### src/rtl/approx_add_err_monitor_if.sv
// Sample bus into the approximate-adder error monitor: operands, approximate sum and a
// valid/ready handshake.
interface approx_add_err_monitor_if #(
  parameter int unsigned W = 8
);
  logic         in_valid;
  logic         in_ready;
  logic [W-1:0] in_a;
  logic [W-1:0] in_b;
  logic [W:0]   approx_sum;

  modport master (
    output in_valid,
    output in_a,
    output in_b,
    output approx_sum,
    input  in_ready
  );

  modport slave (
    input  in_valid,
    input  in_a,
    input  in_b,
    input  approx_sum,
    output in_ready
  );
endinterface

### src/rtl/approx_add_err_monitor.sv
// Compares each accepted approximate sum against the exact a+b and accumulates error
// statistics over a run of SAMPLES accepted samples.
module approx_add_err_monitor #(
  parameter int unsigned W       = 8,
  parameter int unsigned SAMPLES = 256,
  parameter int unsigned CNT_W   = 16,
  parameter int unsigned ACC_W   = 32
) (
  input  logic                  clk,
  input  logic                  rst_n,
  input  logic                  start,
  approx_add_err_monitor_if.slave in_if,
  output logic                  done,
  output logic [CNT_W-1:0]      err_count,
  output logic [W:0]            max_abs_err,
  output logic [ACC_W-1:0]      sum_abs_err,
  output logic [ACC_W-1:0]      hamming_sum
);

  // Wide enough for an accumulator plus a full diff, with one carry bit to spot overflow.
  localparam int unsigned SumW = ((ACC_W > W + 1) ? ACC_W : W + 1) + 1;
  localparam logic [CNT_W-1:0] LastIdx = CNT_W'(SAMPLES - 1);
  localparam logic [SumW-1:0] AccMax = {{(SumW - ACC_W){1'b0}}, {ACC_W{1'b1}}};

  typedef enum logic [1:0] {StIdle, StRun, StDrain, StDone} state_e;

  state_e           state_q, state_d;
  logic             in_ready_q, in_ready_d;
  logic [CNT_W-1:0] cnt_q, cnt_d;
  logic             clear;
  logic             accept;

  logic             valid1_q;
  logic [W:0]       exact1_q;
  logic [W:0]       approx1_q;

  logic [CNT_W-1:0] err_q, err_d;
  logic [W:0]       max_q, max_d;
  logic [ACC_W-1:0] sum_q, sum_d;
  logic [ACC_W-1:0] ham_q, ham_d;

  logic [W:0]       diff;
  logic [SumW-1:0]  ham;
  logic [SumW-1:0]  sum_ext;
  logic [SumW-1:0]  ham_ext;

  assign accept = in_if.in_valid & in_ready_q;

  always_comb begin
    state_d    = state_q;
    in_ready_d = in_ready_q;
    cnt_d      = cnt_q;
    clear      = 1'b0;
    unique case (state_q)
      StIdle, StDone: begin
        if (start) begin
          state_d    = StRun;
          in_ready_d = 1'b1;
          cnt_d      = '0;
          clear      = 1'b1;
        end
      end
      StRun: begin
        if (accept) begin
          cnt_d = cnt_q + CNT_W'(1);
          if (cnt_q == LastIdx) begin
            state_d    = StDrain;
            in_ready_d = 1'b0;
          end
        end
      end
      StDrain: begin
        // Stage 2 has nothing left to fold in once stage 1 is empty.
        if (!valid1_q) state_d = StDone;
      end
      default: state_d = StIdle;
    endcase
  end

  always_comb begin
    diff = (approx1_q >= exact1_q) ? (approx1_q - exact1_q) : (exact1_q - approx1_q);
    ham  = '0;
    for (int unsigned i = 0; i <= W; i++) begin
      ham = ham + SumW'(approx1_q[i] ^ exact1_q[i]);
    end
    sum_ext = SumW'(sum_q) + SumW'(diff);
    ham_ext = SumW'(ham_q) + ham;

    err_d = err_q;
    max_d = max_q;
    sum_d = sum_q;
    ham_d = ham_q;
    if (clear) begin
      err_d = '0;
      max_d = '0;
      sum_d = '0;
      ham_d = '0;
    end else if (valid1_q) begin
      err_d = err_q + CNT_W'(diff != '0);
      max_d = (diff > max_q) ? diff : max_q;
      sum_d = (sum_ext > AccMax) ? {ACC_W{1'b1}} : sum_ext[ACC_W-1:0];
      ham_d = (ham_ext > AccMax) ? {ACC_W{1'b1}} : ham_ext[ACC_W-1:0];
    end
  end

  always_ff @(posedge clk) begin
    if (!rst_n) begin
      state_q    <= StIdle;
      in_ready_q <= 1'b0;
      cnt_q      <= '0;
      valid1_q   <= 1'b0;
      exact1_q   <= '0;
      approx1_q  <= '0;
      err_q      <= '0;
      max_q      <= '0;
      sum_q      <= '0;
      ham_q      <= '0;
    end else begin
      state_q    <= state_d;
      in_ready_q <= in_ready_d;
      cnt_q      <= cnt_d;
      valid1_q   <= accept;
      if (accept) begin
        exact1_q  <= {1'b0, in_if.in_a} + {1'b0, in_if.in_b};
        approx1_q <= in_if.approx_sum;
      end
      err_q <= err_d;
      max_q <= max_d;
      sum_q <= sum_d;
      ham_q <= ham_d;
    end
  end

  assign in_if.in_ready = in_ready_q;
  assign done           = (state_q == StDone);
  assign err_count      = err_q;
  assign max_abs_err    = max_q;
  assign sum_abs_err    = sum_q;
  assign hamming_sum    = ham_q;

endmodule

### src/flat_wrapper.sv
// flat-port wrapper written by rule: the top's interface ports become plain ports
module approx_add_err_monitor_flat 
#(
  parameter int unsigned W       = 8,
  parameter int unsigned SAMPLES = 256,
  parameter int unsigned CNT_W   = 16,
  parameter int unsigned ACC_W   = 32
)
  (clk, rst_n, start, done, err_count, max_abs_err, sum_abs_err, hamming_sum, in_if_in_valid, in_if_in_a, in_if_in_b, in_if_approx_sum, in_if_in_ready);
  approx_add_err_monitor_if #(.W(W)) in_if_i ();
  input  logic clk;
  input  logic rst_n;
  input  logic start;
  output logic done;
  output logic [CNT_W-1:0] err_count;
  output logic [W:0] max_abs_err;
  output logic [ACC_W-1:0] sum_abs_err;
  output logic [ACC_W-1:0] hamming_sum;
  input wire logic [$bits(in_if_i.in_valid)-1:0] in_if_in_valid;
  input wire logic [$bits(in_if_i.in_a)-1:0] in_if_in_a;
  input wire logic [$bits(in_if_i.in_b)-1:0] in_if_in_b;
  input wire logic [$bits(in_if_i.approx_sum)-1:0] in_if_approx_sum;
  output wire logic [$bits(in_if_i.in_ready)-1:0] in_if_in_ready;
  assign in_if_i.in_valid = in_if_in_valid;
  assign in_if_i.in_a = in_if_in_a;
  assign in_if_i.in_b = in_if_in_b;
  assign in_if_i.approx_sum = in_if_approx_sum;
  assign in_if_in_ready = in_if_i.in_ready;
  approx_add_err_monitor #(.W(W), .SAMPLES(SAMPLES), .CNT_W(CNT_W), .ACC_W(ACC_W)) u_core (.clk(clk), .rst_n(rst_n), .start(start), .in_if(in_if_i), .done(done), .err_count(err_count), .max_abs_err(max_abs_err), .sum_abs_err(sum_abs_err), .hamming_sum(hamming_sum));
endmodule
### config.mk
export PLATFORM = sky130hd
export DESIGN_NAME = approx_add_err_monitor_flat
export DESIGN_NICKNAME = d
export VERILOG_FILES = /design/src/rtl/approx_add_err_monitor_if.sv /design/src/rtl/approx_add_err_monitor.sv /design/src/flat_wrapper.sv
export SDC_FILE = /design/constraint.sdc
export NUM_CORES = 1
export LEC_CHECK = 0
export CAP_MARGIN = 30
export CORE_ASPECT_RATIO = 1.75
export CORE_MARGIN = 8
export CORE_UTILIZATION = 30
export CTS_CLUSTER_DIAMETER = 50
export CTS_CLUSTER_SIZE = 14
export DETAILED_ROUTE_END_ITERATION = 16
export MAX_ROUTING_LAYER = met4
export REMOVE_ABC_BUFFERS = 1
export SLEW_MARGIN = 20
export SYNTH_ARGS = -nofsm -noshare
export SYNTH_HDL_FRONTEND = slang
export SYNTH_SLANG_ARGS = --single-unit
### constraint.sdc
create_clock -name clk -period 5.2 [get_ports clk]
set_input_delay 0.52 -clock clk [delete_from_list [all_inputs] [get_ports clk]]
set_output_delay 0.52 -clock clk [all_outputs]
set_load 0.1 [all_outputs]
==> results summary <==
The flow ran to the end, and the final reports show no timing, DRC or antenna violations. The overall track demand over capacity in global routing is around 14%. The signal on the critical path passes through inv_1 > ha_1 > nand4_1 > o21bai_2 > o41ai_4 > buf_4 > mux2i_1 > or2b_2 > mux2_2 > or4b_1 > ha_1 > ha_1 > and3_1 > and3_1 > nand2_1 > xor2_1 > nor2_1. The most used flip-flop cell after synthesis is sky130_fd_sc_hd__dfxtp_1. The cell count after placement is between 1,000 and 1,500.

The cell with the most instances on the worst path is sky130_fd_sc_hd__ha_1. The number of enable-type register cells in the synthesized netlist is 0. In the final layout, the share of cells above drive strength 1 is around 7.6%.

The clock insertion delay at the later pin of the skew report came out at approximately 430 ps. After floorplanning, the core was divided into ~80 placement rows. The die covers between 30,000 and 40,000 µm². TritonCTS built the clock tree. The number of top-level design ports came out at 120. The worst-case setup slack after placement is between 400 and 500 ps. After detailed routing, the number of vias per cell comes to a little over 5.

Counting both buffers and inverters, the worst setup path holds a total of 2. Along the worst path, the maximum fanout reaches 8. The largest net degree at the start of global routing is just under 50. The count of maximum capacitance violations is 0. The via count of the first global-routing pass was between 7,000 and 8,000. The commonest cells after synthesis are 127 x sky130_fd_sc_hd__dfxtp_1, 102 x sky130_fd_sc_hd__nand2_1, 83 x sky130_fd_sc_hd__nor2_1, 70 x sky130_fd_sc_hd__inv_1, 56 x sky130_fd_sc_hd__ha_1. The die height is about 230 µm. The hold buffer count at CTS is 0. The number of DRC markers after the initial detailed-route iteration came out at 357.

Static timing analysis puts the maximum clock frequency at 208.5 MHz. The HPWL reported at the end of detailed placement is between 15,000 and 20,000 µm. The number of nets still failing antenna checks after routing is 0. Setup violations remaining at the end of the flow were counted as 0. Summed over all instances, the cell type with the most area after synthesis is sky130_fd_sc_hd__dfxtp_1. Setup repair after global routing left no endpoint under its margin. The netlist area before placement is just under 8000 µm². The instance count of the mapped netlist came out at 957. The routed design has about 22,000 µm of wire. The growth of design area from synthesis to finish came out at 28.43%.

The post-layout minimum cycle time came out at roughly 4800 ps. In this run the worst hold path is classified as flip-flop to flip-flop. The floorplan step defined a core boundary enclosing around 26,000 µm².

The number of storage elements in the synthesis netlist came out at approximately 130. The total power divided by cell area came out at roughly 480 nW/µm². The worst-margin pin slew came out at between 1000 and 1500 ps. The count of endpoints failing hold in the final timing report came out at 0.

The number of different library cells used by synthesis comes to 75. In this run the worst setup path begins at u_core.approx1_q[4]$_SDFFE_PN0P_. The overall overflow remaining after global route came out at 0. Headroom to the max-slew limit came out at about 33%. The setup TNS after final layout came out at 0 ps. The minimum setup slack in the final design is roughly 400 ps. Clock-pin slew was measured on the worst setup and hold paths at roughly 50 ps. The required time of the worst setup path came out at 5500 ps. The number of CTS-inserted buffers is 17.

The worst register-to-register path begins at u_core.approx1_q[4]$_SDFFE_PN0P_. The peak per-stage delay on the critical path came out at ~660 ps. VDD sags by at most 248.3 µV. In this run the biggest area consumer among cell types represents 32.35% of the synthesized area. The max-slew violation count is 0. The type of the setup path with the least slack is flip-flop to flip-flop. The fraction of registers with async set or reset after synthesis is 0%. Yosys printed 0 warnings. The final setup skew is 8.594 ps.

The final net count is 1,181. The number of antenna violations at the first check in global routing came out at 0. The clock net sink count came out at about 130.

The worst endpoint data arrival time is between 5000 and 6000 ps. In this run the number of H-tree levels came out at 4. The sort of element at the end of the critical path is a flip-flop. The maximum number of buffers from clock root to sink is 2. The most frequent cell after synthesis is sky130_fd_sc_hd__dfxtp_1. The non-filler instance count after layout came out at 1,419. The cell sitting at the root of the clock tree is a sky130_fd_sc_hd__clkbuf_16. STA classifies the critical path startpoint as a flip-flop. In the routed design, unresolved DRC markers number 0. The beginning of the worst hold path is u_core.approx1_q[8]$_SDFFE_PN0P_. The number of antenna cells inserted is 0.

The initial standard-cell utilization of the core came out at 30.39%. Dividing the detail-routed wire length by the instance count gives 15.61 µm. The die boundary width came out at approximately 140 µm.

On the critical path the largest part of the delay comes from simple AND/OR/NAND/NOR gates. Summing over every cut layer, the via total after detailed routing is 7,301. The count of buffers from port buffering came out at roughly 120. Sorting the synthesized cells by area gives the leading types as sky130_fd_sc_hd__dfxtp_1 32%, sky130_fd_sc_hd__ha_1 8.9%, sky130_fd_sc_hd__nand2_1 4.9%, sky130_fd_sc_hd__nor2_1 4.0%, sky130_fd_sc_hd__inv_1 3.3%. The leakage power of the design came out at just under 4 nW. The share of the Yosys chip area taken by registers is about 32%. The share of the clock period used by the worst path is around 92%. The first-pass iteration count of the detailed router is 4. The routability congestion estimate is 0.8789.

A synthesized cell averages 8.212 µm². The slowest stage of the critical path belongs to the cell sky130_fd_sc_hd__o41ai_4. The wire length of the first global-routing pass is about 37,000 µm.
-- per-stage QoR --
stage | hold WS (ps) | util (%) | power (mW) | area (µm²)
2_1_floorplan | 447.8 | - | 3.003 | 7675
4_1_cts | 475.9 | 38.76 | 4.793 | 10020
6_report | 469.3 | 39.03 | 4.834 | 10090
3_5_place_dp | 466.1 | 36.54 | 3.601 | 9450
5_1_grt | 501.3 | 39.03 | 5.207 | 10090
3_3_place_gp | 464.4 | 36.48 | 3.562 | 9435
-- per-layer routing --
metal / part of all wire (%) / vias to the layer above / routed length, µm / GRT usage [%]
met1: 41 / 3404 / 8985 / 13.95
met3: 3.6 / 50 / 797 / 3.033
met2: 52 / 188 / 11610 / 26.11
met5: 0 / - / 0 / -
li1: - / 3659 / - / -
met4: 3.4 / 0 / 753 / 7.779
-- registers in the layout (all words and copies together), names as in the netlist --
| signal | flops |
|---|---|
| u_core.approx1_q | 9 |
| u_core.cnt_q | 16 |
| u_core.err_count | 16 |
| u_core.exact1_q | 9 |
| u_core.hamming_sum | 32 |
| u_core.in_if.in_ready | 1 |
| u_core.max_abs_err | 9 |
| u_core.state_q | 2 |
| u_core.sum_abs_err | 32 |
| u_core.valid1_q | 1 |
-- kinds of logic after synthesis --
kind of cell	synth area share (%)
DFF	32.35
buffers and inverters	5.684
xor gates and xnor gates	4.792
muxes	2.834
adders and majority gates	11.46
and+or+nand+nor	24.60
AOI/OAI and AO/OA	18.28
-- placed cells by master, fill, tap and decap left out, drive strengths merged, types with 16 or more instances in the layout --
cell type / netlist / routed
a21oi: 53 / 53
a31oi: 16 / 16
and3: 30 / 30
buf: 10 / 28
clkbuf: 27 / 18
clkdlybuf4s50: 0 / 119
dfxtp: 127 / 127
ha: 56 / 56
inv: 70 / 71
mux2i: 20 / 20
nand2: 102 / 102
nand3: 35 / 35
nand4: 20 / 20
nor2: 83 / 83
nor3: 27 / 27
nor4: 16 / 16
o21ai: 47 / 47
xnor2: 17 / 17
xor2: 26 / 26
-- repair_timing --
item,CTS,global route
buffers inserted,0,4
gates resized for setup,0,0
endpoints found under the setup margin,0,1
-- path summary, 6_finish.rpt --
kind / to / depth (start not counted) / slack, ps
worst max-delay path: u_core.err_count[12]$_SDFFE_PP0P_ / 17 / 400
worst min-delay path: u_core.approx1_q[8]$_SDFFE_PN0P_ / 2 / 470
worst max register to register: u_core.err_count[12]$_SDFFE_PP0P_ / 17 / 400
worst min register to register: u_core.approx1_q[8]$_SDFFE_PN0P_ / 2 / 470
-- worst reg2reg max path: cells and delay by family (launching register included) --
family | cells | cell delay [ps]
xor gates and xnor gates | 1 | 150
AOI/OAI and AO/OA | 2 | 800
adders and majority gates | 3 | 930
DFF | 1 | 360
and+or+nand+nor | 7 | 1670
muxes | 2 | 470
buffers and inverters | 2 | 290
-- final cells by class --
class | instances | area [µm²]
Clock buffer | 18 | 429.2
Clock inverter | 14 | 143.9
Fill cell | 2616 | 15770
Inverter | 70 | 262.8
Multi-Input combinational cell | 723 | 4872
Sequential cell | 127 | 2544
Tap cell | 320 | 400.4
Timing Repair Buffer | 147 | 1441
-- report_power, final --
part           total [mW]  leakage, nW  switching (mW)  internal [mW]
sequential           1.12         1.03          0.0728           1.04
clock                1.17        0.268           0.470          0.703
combinational        2.54         2.55            1.54           1.00
total                4.83         3.85            2.09           2.75
No activity file was read; power rests on OpenSTA's default activity.
